**config.mk**
```make
export PLATFORM = sky130hd
export DESIGN_NAME = serial_adder
export DESIGN_NICKNAME = d
export VERILOG_FILES = /design/src/rtl/serial_adder.sv
export SDC_FILE = /design/constraint.sdc
export NUM_CORES = 1
export LEC_CHECK = 0
export ABC_AREA = 1
export CELL_PAD_IN_SITES_DETAIL_PLACEMENT = 1
export CELL_PAD_IN_SITES_GLOBAL_PLACEMENT = 1
export CORE_ASPECT_RATIO = 0.5
export CORE_MARGIN = 2
export CORE_UTILIZATION = 35
export DETAILED_ROUTE_END_ITERATION = 16
export GPL_ROUTABILITY_DRIVEN = 0
export PLACE_DENSITY = 0.77
export SKIP_LAST_GASP = 1
export SYNTH_ARGS = -nofsm -noshare
export SYNTH_HDL_FRONTEND = slang
export SYNTH_SLANG_ARGS = --single-unit
export TNS_END_PERCENT = 10
```
**constraint.sdc**
```tcl
create_clock -name clk -period 1.7 [get_ports clk]
set_input_delay 0.255 -clock clk [delete_from_list [all_inputs] [get_ports clk]]
set_output_delay 0.255 -clock clk [all_outputs]
set_load 0.03 [all_outputs]
```
**src/rtl/serial_adder.sv**
```systemverilog
// serial_adder: digit-serial adder computing {co, s} = a + b + ci.
// DIGIT bits are added per clock through a single DIGIT-wide ripple slice and
// a carry register, so a result takes NSTEPS = WIDTH/DIGIT clocks.
//
// Ports:
//   clk, rst_n          clock, asynchronous active-low reset
//   in_valid, in_ready  operand handshake (a, b, ci sampled on accept)
//   a, b, ci            operands and carry-in
//   out_valid, out_ready result handshake (s, co, err held while waiting)
//   s, co               sum and carry-out
//   err                 sticky DMR mismatch flag
//
// Build option: define SERIAL_ADDER_DMR_EN to add a redundant slice and carry
// register that shadow every step; any disagreement sets err. Without it err
// is tied to 0.
//
// WIDTH must be >= 1 and DIGIT must divide WIDTH exactly.
module serial_adder #(
   parameter int unsigned WIDTH = 8,
   parameter int unsigned DIGIT = 1
) (
   input  logic             clk,
   input  logic             rst_n,
   input  logic             in_valid,
   output logic             in_ready,
   input  logic [WIDTH-1:0] a,
   input  logic [WIDTH-1:0] b,
   input  logic             ci,
   output logic             out_valid,
   input  logic             out_ready,
   output logic [WIDTH-1:0] s,
   output logic             co,
   output logic             err
);

   localparam int unsigned NSTEPS = WIDTH / DIGIT;
   localparam int unsigned CW     = (NSTEPS > 1) ? $clog2(NSTEPS) : 1;
   localparam logic [CW-1:0] LastStep = CW'(NSTEPS - 1);

   typedef enum logic [1:0] {StIdle, StRun, StDone} state_e;

   state_e           state_q, state_d;
   logic [WIDTH-1:0] a_q, a_d;
   logic [WIDTH-1:0] b_q, b_d;
   logic [WIDTH-1:0] s_q, s_d;
   logic             carry_q, carry_d;
   logic [CW-1:0]    cnt_q, cnt_d;

   logic             accept;
   logic [DIGIT-1:0] slice_sum;
   logic             slice_co;
   logic [WIDTH+DIGIT-1:0] s_cat;

   assign in_ready  = (state_q == StIdle);
   assign out_valid = (state_q == StDone);
   assign accept    = in_valid & in_ready;

   // The one ripple slice: low digit of each operand plus the running carry.
   assign {slice_co, slice_sum} = {1'b0, a_q[DIGIT-1:0]} + {1'b0, b_q[DIGIT-1:0]}
                                + {{DIGIT{1'b0}}, carry_q};

   // New sum digit enters at the top; after NSTEPS shifts the first digit is
   // at the bottom. Concatenation keeps this legal when DIGIT == WIDTH.
   assign s_cat = {slice_sum, s_q};

   always_comb begin
      state_d = state_q;
      a_d     = a_q;
      b_d     = b_q;
      s_d     = s_q;
      carry_d = carry_q;
      cnt_d   = cnt_q;
      unique case (state_q)
         StIdle: begin
            if (in_valid) begin
               a_d     = a;
               b_d     = b;
               carry_d = ci;
               cnt_d   = '0;
               state_d = StRun;
            end
         end
         StRun: begin
            a_d     = a_q >> DIGIT;
            b_d     = b_q >> DIGIT;
            s_d     = s_cat[WIDTH+DIGIT-1:DIGIT];
            carry_d = slice_co;
            cnt_d   = cnt_q + CW'(1);
            if (cnt_q == LastStep) begin
               state_d = StDone;
            end
         end
         StDone: begin
            if (out_ready) begin
               state_d = StIdle;
            end
         end
         default: state_d = StIdle;
      endcase
   end

   always_ff @(posedge clk or negedge rst_n) begin
      if (!rst_n) begin
         state_q <= StIdle;
         a_q     <= '0;
         b_q     <= '0;
         s_q     <= '0;
         carry_q <= 1'b0;
         cnt_q   <= '0;
      end else begin
         state_q <= state_d;
         a_q     <= a_d;
         b_q     <= b_d;
         s_q     <= s_d;
         carry_q <= carry_d;
         cnt_q   <= cnt_d;
      end
   end

   // In DONE the carry register holds the final carry-out.
   assign s  = s_q;
   assign co = carry_q;

`ifdef SERIAL_ADDER_DMR_EN
   logic             dmr_carry_q, dmr_carry_d;
   logic             err_q, err_d;
   logic [DIGIT-1:0] dmr_sum;
   logic             dmr_co;

   // Shadow slice fed from the same operand digits but its own carry chain.
   assign {dmr_co, dmr_sum} = {1'b0, a_q[DIGIT-1:0]} + {1'b0, b_q[DIGIT-1:0]}
                            + {{DIGIT{1'b0}}, dmr_carry_q};

   always_comb begin
      dmr_carry_d = dmr_carry_q;
      err_d       = err_q;
      if (accept) begin
         dmr_carry_d = ci;
         err_d       = 1'b0;
      end else if (state_q == StRun) begin
         dmr_carry_d = dmr_co;
         err_d       = err_q | (dmr_sum != slice_sum) | (dmr_co != slice_co);
      end
   end

   always_ff @(posedge clk or negedge rst_n) begin
      if (!rst_n) begin
         dmr_carry_q <= 1'b0;
         err_q       <= 1'b0;
      end else begin
         dmr_carry_q <= dmr_carry_d;
         err_q       <= err_d;
      end
   end

   assign err = err_q;
`else
   assign err = 1'b0;
`endif

endmodule

```
==> key figures, run 1 <==
Finish
  – Most used cells in the layout excluding fill and tap cells: sky130_fd_sc_hd__nand2_1 (78), sky130_fd_sc_hd__inv_1 (34), sky130_fd_sc_hd__dfrtp_1 (30), sky130_fd_sc_hd__clkdlybuf4s50_1 (29), sky130_fd_sc_hd__nand3_1 (18)
  – Most common cell after layout, fill and taps aside: sky130_fd_sc_hd__nand2_1
  – Fin nets: 250
  – Fraction of layout cells with a size suffix above 1: 8.81%
  – Final design instance area without fill: 1920 µm²
  – Diode insertion count for antenna repair: 0
  – Layout Area Growth over Synthesis: 25.2%

Critical path
  – CP max stage delay: 0.69 ns
  – Data arrival time at the worst-slack endpoint: 1.39 ns
  – Worst path bufs/invs: 1
  – Type of origin of the critical path: flop
  – Critical path class: reg2out
  – Launch point of the critical path: co
  – Data required, critical path: 1.44 ns
  – Reg-to-reg startpoint: state_q[0]
  – List of cells traversed by the critical path: clkdlybuf4s50_1
  – Cell with the largest stage delay on the worst path: sky130_fd_sc_hd__clkdlybuf4s50_1
  – Peak fanout along the critical path: 3
  – Kind of cell adding the most delay to the critical path: buffers and inverters
  – Endpoint type of the worst setup path: output pin

GRT
  – Total congestion overflow: 0
  – First-pass GRT wire length: 6.15 mm
  – Maximum number of pins on one net before global-route repair: 31
  – Initial antenna violation count: 0
  – Total Routing Usage GR: 15.8%
  – Number of global-route vias before repair: 1,343

Placement
  – DP Wirelength: 2.45 mm
  – Port buffer count: 31
  – Cell area reported after detailed placement: 1830 µm²
  – Setup slack at placement: 0.212 ns

Floorplan
  – Placement row count: 16
  – Die footprint: 4970 µm²
  – Starting utilization of the core area: 37.8%
  – Die X: 97.7 µm
  – Height of the chip: 50.9 µm
  – I/O pin count: 33
  – Core region area: 4060 µm²

Logic synthesis
  – Flip-flop and latch count after synthesis: 30
  – Synth cell types: 19
  – Gate count of the mapped netlist: 200
  – Post-synthesis area per instance: 7.68 µm²
  – Yosys warning total: 0
  – Synth Cell Area: 1540 µm²
  – Part of the Yosys area used for sequential elements: 48.9%
  – Nets in the synthesized netlist: 224

Min path
  – Path class of the lowest-slack min-delay path: in2async

Timing
  – Time the worst path needs with I/O delays and setup: 1.65 ns
  – Worst setup skew after layout: 0.00868 ns
  – Post-route worst setup slack: 0.0526 ns
  – Period utilization: 96.9%
  – Unrepaired setup endpoints after global routing: false
  – Final number of max-transition violations: 0
  – Hold WS: 0.350 ns
  – # setup viols final: 0
  – Final hold violation count: 0
  – Final-layout setup total negative slack: 0 ns
  – Achievable clock frequency: 607 MHz

Pwr
  – Total power: 3.49 mW
  – Peak supply drop: 0.000518 V
  – Leakage power: 1.04 nW
  – Cell area power density: 1810 nW/µm²

Clock tree
  – Clock transition at the registers of the reported paths: 0.07 ns
  – Number of gates resized after CTS: 0
  – Number of buffers inserted for hold repair after clock tree synthesis: 0
  – Clock network latency to the later pin of the worst-skew pair: 0.29 ns
  – H-Tree Depth: 2
  – Clock buffer count from CTS: 5
  – Largest buffer count on any clock path: 2
  – Post-CTS repair timing setup buffer count: 0
  – CTS tree: yes
  – Cell at the root of the clock tree: sky130_fd_sc_hd__clkbuf_8
  – TritonCTS sink count: 30

Routing
  – Initial DRT Pass Iterations: 4
  – Number of DRC markers in iteration 0: 31
  – Post-DRT Antenna Nets: 0
  – Post-Route WL: 3.38 mm
  – Vias/cell: 4.50
  – Total via count after detailed routing: 1,264
  – Wirelength per Cell: 12.0 µm
  – Detailed-route DRC error count: 0

Job
  – Number of maximum-capacitance constraint violations: 0

Outcome
  – Status: complete, no violations
==> kinds of logic (layout without fill, tap and decap cells) <==
family                   Yosys count  after routing  synth area share (%)
flip-flops                        30             30                  48.9
AND/OR/NAND/NOR                  103            103                  27.8
adder cells (fa/ha/maj)            3              3                  2.93
buffers and inverters             52             79                  16.2
other                              1              1                 0.244
AO/OA/AOI/OAI                     11             11                  3.99
==> report_power, final <==
| part | total [mW] | internal (mW) | switching (mW) |
|---|---|---|---|
| clock network | 0.616 | 0.325 | 0.291 |
| logic | 1.62 | 0.628 | 0.987 |
| registers | 1.26 | 1.04 | 0.215 |
| total | 3.49 | 1.99 | 1.49 |
==> worst register-to-register path, cell delays in order (launching register included) <==
cell	delay [ns]
sky130_fd_sc_hd__dfrtp_1	0.58
sky130_fd_sc_hd__nand2_4	0.18
sky130_fd_sc_hd__nand2_4	0.24
sky130_fd_sc_hd__inv_4	0.14
sky130_fd_sc_hd__nand2_1	0.09
sky130_fd_sc_hd__nand2_1	0.06
==> metal layers <==
layer	up-vias	share of wire [%]	track usage [%]
li1	632	-	-
met1	602	47	19.1
met2	26	48	27.6
met3	4	3.9	4.24
met4	0	1.2	6.25
met5	-	0	0
==> stage by stage <==
step / instances / util, %
after floorplan: 200 / -
after global placement: 273 / 45.0
after detailed placement: 273 / 45.0
after CTS: 281 / 47.3
after global routing: 281 / 47.3
final: 281 / 47.3
==> area by class of cell <==
type	count	area, µm²
inverter	36	138
clock buffer	6	82.6
clock inverter	2	12.5
tap	54	67.6
timing repair buffer	35	335
multi-input combinational	118	537
sequential	30	751
fill	508	2140
==> path summary, 6_finish.rpt <==
kind                             to  slack (ns)  cells past startpoint
setup reg to reg             b_q[2]        0.30                      5
hold / removal               a_q[2]        0.35                      2
min in group clk           cnt_q[0]        0.48                      1
max in group asynchronous    a_q[0]        1.06                      2
hold reg to reg            cnt_q[0]        0.48                      1
setup / recovery                 co        0.05                      1
==> flip-flops by register name (all words and copies together) (netlist names) <==
signal   flops
a_q          8
b_q          8
cnt_q        3
co           1
s            8
state_q      2
==> synth_stat cells (all sizes together) <==
cell type	count	area share, %
a21oi	2	0.90
fa	1	1.3
buf	16	7.2
inv	36	9.0
nand3	18	5.9
dfrtp	30	49
o31ai	1	0.49
nand2	81	21
ha	2	1.6
conb	1	0.24
o21ai	8	2.6
nor2	4	0.98
No activity file was read; power rests on OpenSTA's default activity.
==> inputs of run 2 (changes only) <==
Settings changed: CAP_MARGIN set to 20.
Clock period 1.7 ns to 2.15 ns, I/O delays scaled along.
==> key figures, run 2 (synthesized netlist as in run 1, its figures left out) <==
Floorplan
  – Placement row count: 16
  – Height of the chip: 50.9 µm
  – Die footprint: 4970 µm²
  – Starting utilization of the core area: 37.8%
  – Core region area: 4060 µm²
  – I/O pin count: 33
  – Die X: 97.7 µm

Routing
  – Post-DRT Antenna Nets: 0
  – Initial DRT Pass Iterations: 4
  – Wirelength per Cell: 12.3 µm
  – Post-Route WL: 3.42 mm
  – Number of DRC markers in iteration 0: 25
  – Detailed-route DRC error count: 0
  – Total via count after detailed routing: 1,254
  – Vias/cell: 4.49

Finish
  – Fraction of layout cells with a size suffix above 1: 7.11%
  – Layout Area Growth over Synthesis: 24.5%
  – Diode insertion count for antenna repair: 0
  – Non-filler instance count after layout: 279
  – Fin nets: 248
  – Most used cells in the layout excluding fill and tap cells: sky130_fd_sc_hd__nand2_1 (78), sky130_fd_sc_hd__inv_1 (34), sky130_fd_sc_hd__clkdlybuf4s50_1 (31), sky130_fd_sc_hd__dfrtp_1 (30), sky130_fd_sc_hd__nand3_1 (18)
  – Final design instance area without fill: 1910 µm²
  – Most common cell after layout, fill and taps aside: sky130_fd_sc_hd__nand2_1

Pwr
  – Total power: 2.72 mW
  – Cell area power density: 1420 nW/µm²
  – Leakage power: 1.03 nW
  – Peak supply drop: 0.000427 V

Clock tree
  – TritonCTS sink count: 30
  – Cell at the root of the clock tree: sky130_fd_sc_hd__clkbuf_8
  – Clock transition at the registers of the reported paths: 0.07 ns
  – Largest buffer count on any clock path: 2
  – Post-CTS repair timing setup buffer count: 0
  – Number of buffers inserted for hold repair after clock tree synthesis: 0
  – Clock network latency to the later pin of the worst-skew pair: 0.29 ns
  – Clock buffer count from CTS: 5
  – CTS tree: yes
  – H-Tree Depth: 2
  – Number of gates resized after CTS: 0

GRT
  – First-pass GRT wire length: 5.88 mm
  – Number of global-route vias before repair: 1,301
  – Maximum number of pins on one net before global-route repair: 31
  – Total congestion overflow: 0
  – Total Routing Usage GR: 15.1%
  – Initial antenna violation count: 0

Timing
  – Final hold violation count: 0
  – Achievable clock frequency: 526 MHz
  – Normalized max-slew margin: 56.9%
  – Unrepaired setup endpoints after global routing: false
  – Time the worst path needs with I/O delays and setup: 1.90 ns
  – # setup viols final: 0
  – Final number of max-transition violations: 0
  – Transition time at the pin with the least slew margin: 0.644 ns
  – Worst setup skew after layout: 0.00658 ns
  – Final-layout setup total negative slack: 0 ns
  – Period utilization: 88.5%
  – Hold WS: 0.431 ns

Critical path
  – Launch point of the critical path: state_q[0]
  – Type of origin of the critical path: flop
  – Kind of cell adding the most delay to the critical path: buffers and inverters
  – Data arrival time at the worst-slack endpoint: 1.58 ns
  – Worst path bufs/invs: 1
  – Critical path class: reg2out
  – Endpoint type of the worst setup path: output pin
  – CP max stage delay: 0.70 ns
  – Reg-to-reg startpoint: state_q[0]
  – Peak fanout along the critical path: 4
  – Cell with the largest stage delay on the worst path: sky130_fd_sc_hd__clkdlybuf4s50_1
  – List of cells traversed by the critical path: nor2_1, clkdlybuf4s50_1
  – Data required, critical path: 1.83 ns

Placement
  – Port buffer count: 31
  – DP Wirelength: 2.32 mm
  – Cell area reported after detailed placement: 1820 µm²
  – Placed Cells incl. Taps: 271

Job
  – Number of maximum-capacitance constraint violations: 0

Outcome
  – Status: complete, no violations

Min path
  – Path class of the lowest-slack min-delay path: in2async
run 2: metrics by stage:
step           setup slack [ns]  util [%]
2_1_floorplan             0.765         -
3_3_place_gp              0.573      44.7
3_5_place_dp              0.537      44.7
4_1_cts                   0.239      47.1
5_1_grt                   0.154      47.1
6_report                  0.248      47.1
run 2: metal layers:
layer	GRT usage, %	vias up	routed length, µm
li1	-	628	-
met1	18.9	598	1690
met2	25.7	24	1560
met3	4.38	4	142
met4	4.63	0	27
met5	0	-	0
run 2: worst register-to-register path: stages, from the launching register on:
cell,delay [ns]
sky130_fd_sc_hd__dfrtp_1,0.42
sky130_fd_sc_hd__buf_4,0.23
sky130_fd_sc_hd__nand2_4,0.27
sky130_fd_sc_hd__nand2_4,0.24
sky130_fd_sc_hd__inv_4,0.24
sky130_fd_sc_hd__nand2_1,0.09
sky130_fd_sc_hd__nand2_1,0.07
run 2: worst paths after layout:
check                                 to  slack (ns)  cells past startpoint
worst max-delay path            in_ready        0.25                      2
worst min-delay path              a_q[3]        0.43                      2
worst max register to register    b_q[0]        0.53                      6
worst min register to register      s[0]        0.48                      2
max in group asynchronous         a_q[4]        1.43                      2
min in group clk                    s[0]        0.48                      2
run 2: final cells by class:
type / instances / area, µm²
Timing Repair Buffer: 33 / 325
Inverter: 36 / 138
Clock buffer: 6 / 82.6
Sequential cell: 30 / 751
Multi-Input combinational cell: 118 / 537
Tap cell: 54 / 67.6
Fill cell: 511 / 2150
Clock inverter: 2 / 12.5
run 2: power breakdown:
group,internal [mW],leakage (nW),switching [mW],total [mW]
clock network,0.257,0.0472,0.231,0.488
logic,0.472,0.611,0.782,1.25
registers,0.823,0.372,0.154,0.977
